<file path="src/rtl/exe_mul_ctrl.sv">
// Execute-stage sequencer for mul.w / mulh.w / mulh.wu: launches the external multiplier,
// holds operands until it finishes, and hands results (or pass-through values) to the memory stage.
module exe_mul_ctrl (
    input  logic        clk,
    input  logic        reset,
    input  logic        ds_to_es_valid,
    output logic        es_allowin,
    input  logic [9:0]  ds_mul_div_op,
    input  logic [31:0] ds_alu_src1,
    input  logic [31:0] ds_alu_src2,
    input  logic [31:0] ds_alu_result,
    input  logic [4:0]  ds_dest,
    input  logic [31:0] ds_pc,
    output logic        mult,
    output logic [9:0]  mul_div_op,
    output logic [31:0] alu_src1,
    output logic [31:0] alu_src2,
    input  logic [31:0] mul_result,
    input  logic        mul_done,
    output logic        es_to_ms_valid,
    input  logic        ms_allowin,
    output logic [31:0] es_result,
    output logic [4:0]  es_dest,
    output logic [31:0] es_pc,
    input  logic        flush
);

    // Handshake: a transfer happens on any cycle where the producer's valid and the
    // consumer's allowin are both high at the rising edge; flush vetoes an upstream transfer.
    typedef enum logic [1:0] {
        EMPTY = 2'd0,
        BUSY  = 2'd1,
        FULL  = 2'd2,
        DRAIN = 2'd3
    } state_t;

    state_t state;
    state_t state_next;
    logic   accept;
    logic   is_mul;
    logic   capture;

    assign is_mul         = |ds_mul_div_op[2:0];
    assign es_allowin     = (state == EMPTY) | ((state == FULL) & ms_allowin);
    assign es_to_ms_valid = (state == FULL);
    assign accept         = ds_to_es_valid & es_allowin & ~flush;

    always_comb begin
        state_next = state;
        capture    = 1'b0;
        case (state)
            EMPTY: begin
                if (accept) state_next = is_mul ? BUSY : FULL;
            end
            BUSY: begin
                if (mul_done & ~flush) begin
                    state_next = FULL;
                    capture    = 1'b1;
                end else if (flush & ~mul_done) begin
                    state_next = DRAIN;
                end else if (flush & mul_done) begin
                    state_next = EMPTY;
                end
            end
            FULL: begin
                if (flush) begin
                    state_next = EMPTY;
                end else if (ms_allowin) begin
                    if (accept) state_next = is_mul ? BUSY : FULL;
                    else        state_next = EMPTY;
                end
            end
            DRAIN: begin
                // The multiplier cannot be cancelled, so wait out its result before reuse.
                if (mul_done) state_next = EMPTY;
            end
            default: state_next = EMPTY;
        endcase
    end

    always_ff @(posedge clk) begin
        if (reset) begin
            state      <= EMPTY;
            mult       <= 1'b0;
            mul_div_op <= '0;
            alu_src1   <= '0;
            alu_src2   <= '0;
            es_result  <= '0;
            es_dest    <= '0;
            es_pc      <= '0;
        end else begin
            state <= state_next;
            // Registered so the launch pulse lands in the first BUSY cycle only.
            mult  <= accept & is_mul;
            if (accept) begin
                mul_div_op <= ds_mul_div_op;
                alu_src1   <= ds_alu_src1;
                alu_src2   <= ds_alu_src2;
                es_dest    <= ds_dest;
                es_pc      <= ds_pc;
                if (!is_mul) es_result <= ds_alu_result;
            end else if (state_next == EMPTY) begin
                mul_div_op <= '0;
            end
            if (capture) es_result <= mul_result;
        end
    end

endmodule
</file>
<file path="config.mk">
export PLATFORM = sky130hd
export DESIGN_NAME = exe_mul_ctrl
export DESIGN_NICKNAME = d
export VERILOG_FILES = /design/src/rtl/exe_mul_ctrl.sv
export SDC_FILE = /design/constraint.sdc
export NUM_CORES = 1
export LEC_CHECK = 0
export BUFFER_PORTS_ARGS = -buffer_cell sky130_fd_sc_hd__buf_2
export CAP_MARGIN = 40
export CORE_AREA = 3 3 127 129
export DETAILED_ROUTE_END_ITERATION = 8
export DIE_AREA = 0 0 130 132
export GPL_TIMING_DRIVEN = 0
export PLACE_DENSITY = 0.77
export SETUP_SLACK_MARGIN = 0.1
export SYNTH_ARGS = -nofsm -noshare
export SYNTH_HDL_FRONTEND = slang
export SYNTH_SLANG_ARGS = --single-unit
</file>
<file path="constraint.sdc">
create_clock -name clk -period 2.95 [get_ports clk]
set_clock_uncertainty 0.05 [all_clocks]
set_input_delay 0.295 -clock clk [delete_from_list [all_inputs] [get_ports clk]]
set_output_delay 0.295 -clock clk [all_outputs]
set_load 0.02 [all_outputs]
</file>
==> results.ini <==
[timing]
timing.fmax_mhz = 402.0
timing.final.crit_share_pct = 84.33
tns_ns = 0
rsz0062_at_grt = false
final_hold_viol_count = 0
setup_viol = 0
period_needed_ns = 2.488
hold_slack_ns = 0.02730
tightestPinTransition_ns = 0.8638
slew_headroom_pct = 42.41
drv_slew = 0

[setup_path]
start_kind = flop
path_class = flop to output port
crit_required_ns = 2.61
cp_max_fo = 10
critPathArrivalTime_ns = 2.14
r2r_cells = 7
end_kind = output port

[floorplan]
core_um2 = 15150
die_area_um2 = 17160
chipWidth_um = 130
initial_utilization_pct = 44.02
rows = 45
die_h_um = 132
ioPinCount = 327

[synth]
netlist_area_um2 = 6668
synth-seq-cells = 146
synth-main-ff-cell = dfxtp_1
async_flop_share_pct = 0
yosys.area.top_type_share_pct = 43.84
ys_types = 31
synth_area_per_cell_um2 = 9.096
synth_edf_count = 0
synthCells = 733
synth_warnings = 0
synthDominantAreaCellType = dfxtp_1
synth_area_leaders = dfxtp_1, o31ai_1, nand4_1, a21oi_1, clkbuf_1
synth.net_count = 914
ys_seq_area_share_pct = 43.84

[power]
power.leakage_nw = 3.858
power_density_nw_per_um2 = 568.9
max-vdd-ir-drop_mv = 0.3606

[run_status]
status = complete, no violations

[place]
place_congestion = 0.8979
port_buffers = 325
dpl.hpwl_mm = 18.08

[global_routing]
grt_pass1_wl_mm = 37.78
grt_max_degree = 17
grt_pass1_vias = 7025
globalRouteTotalUtil_pct = 27.52
antenna_found_initial = 1
gr-total-overflow = 0

[cts]
cts_made_buffers = 17
htree_num_levels = 4
path_clk_slew_ns = 0.06
cts_tree = done
cts_root_buffer = clkbuf_16
post_cts_resized = 0
clock_latency_ns = 0.41
postCtsSetupBuffers = 0
holdBufCountCts = 0
cts.sinks = 146
clockBufferDepth = 2

[detailed_routing]
finalWirelength_mm = 24.42
num_vias = 7325
drtIter0Drc = 452
drt.antenna.violating_nets = 0
firstDrtPassIters = 6
wire_per_inst_um = 19.09
via_per_inst = 5.727
route.detailed.drc = 0

[finish]
area_growth_pct = 37.44
final-seq-area_um2 = 2923
final_nets = 1258
layout-drive-gt1-share_pct = 39.08
multi_input_comb_area_um2 = 3281
fillCellCount = 1373

[hold_path]
hold_class = input pin to flop
holdPathStages = 2

[job]
max-cap-violations = 0

area by class of cell:
type,instances,area share (%)
diodes,1,0.02731
well taps,188,2.567
clock inverters,14,2.212
repair buffers,325,17.75
plain buffers,108,5.025
clock buffers,18,4.683
inverters,1,0.04096
multi-input cells,478,35.80
flip-flops and latches,146,31.90
cells by family (layout without fill, tap and decap cells):
kind of cell / Yosys count / count (layout) / synth area share (%)
compound gates: 288 / 288 / 30.04
simple gates: 190 / 190 / 19.16
flops: 146 / 146 / 43.84
buf+inv: 109 / 466 / 6.962
other cells: 0 / 1 / 0
placed cells by master (no fill, tap or decap), drive strengths merged, types with 4 or more instances in the layout:
cell type | synthesis | final
buf | 41 | 366
dfxtp | 146 | 146
nand4 | 107 | 107
o31ai | 107 | 107
a21oi | 101 | 101
clkbuf | 67 | 85
o21bai | 32 | 32
nor2 | 28 | 28
nor4 | 28 | 28
a211oi | 26 | 26
nand2b | 12 | 12
o2bb2ai | 10 | 10
a31oi | 7 | 7
nor2b | 6 | 6
inv | 1 | 5
bufinv | 0 | 4
clkinvlp | 0 | 4
report_power, final:
group          switching, W  internal [W]  leakage, nW  total (W)
registers         0.0000495       0.00206         1.19    0.00211
logic              0.000488      0.000280         2.37   0.000768
clock network      0.000903       0.00143        0.294    0.00233
total               0.00144       0.00377         3.86    0.00521
registers in the layout (all words and copies together), names as in the netlist:
name and count:
alu_src1 32, alu_src2 32, es_pc 32, es_result 32
mul_div_op 10, es_dest 5, state 2, mult 1
stage by stage:
step           std cells  worst slack (ns)  power, W  area [um2]  util [%]
6_report            1279            0.4624  0.005213        9164     60.50
2_1_floorplan        733             1.287  0.002584        6668         -
5_1_grt             1279            0.2460  0.005398        9164     60.50
4_1_cts             1278            0.3945  0.005238        9161     60.49
3_3_place_gp        1246            0.8558  0.002905        8529     56.32
3_5_place_dp        1246            0.7821  0.002913        8529     56.32
worst max-delay path: stages, from the launching register on:
cell,delay [ns]
dfxtp_1,0.30
clkbuf_1,0.26
nor2b_1,0.17
buf_2,0.25
buf_4,0.26
buf_2,0.25
nor2_1,0.06
buf_2,0.17
metal layers:
metal	share of wire, %	GRT usage, %	vias to the layer above
met4	2.1	9.296	0
met1	40	33.58	3413
met3	8.4	7.496	39
met2	50	46.50	313
met5	0	0	-
li1	-	-	3560
worst paths after layout:
kind                                  startpoint            end  slack, ns
worst max register to register          state[1]    alu_src2[2]       1.02
worst min-delay path            ds_mul_div_op[5]  mul_div_op[5]       0.03
worst min register to register     mul_div_op[0]  mul_div_op[0]       0.42
worst max-delay path                    state[1]     es_allowin       0.46
cell usage after synthesis (all sizes together), types with 2 or more instances:
| library cell | number |
|---|---|
| o21bai | 32 |
| dfxtp | 146 |
| nand2b | 12 |
| o2bb2ai | 10 |
| nor2b | 6 |
| o31ai | 107 |
| nand4 | 107 |
| nor3 | 2 |
| buf | 41 |
| a211oi | 26 |
| a21oi | 101 |
| nor4 | 28 |
| nor2 | 28 |
| clkbuf | 67 |
| o21ai | 3 |
| a31oi | 7 |
(Power assumes the default switching activity.)
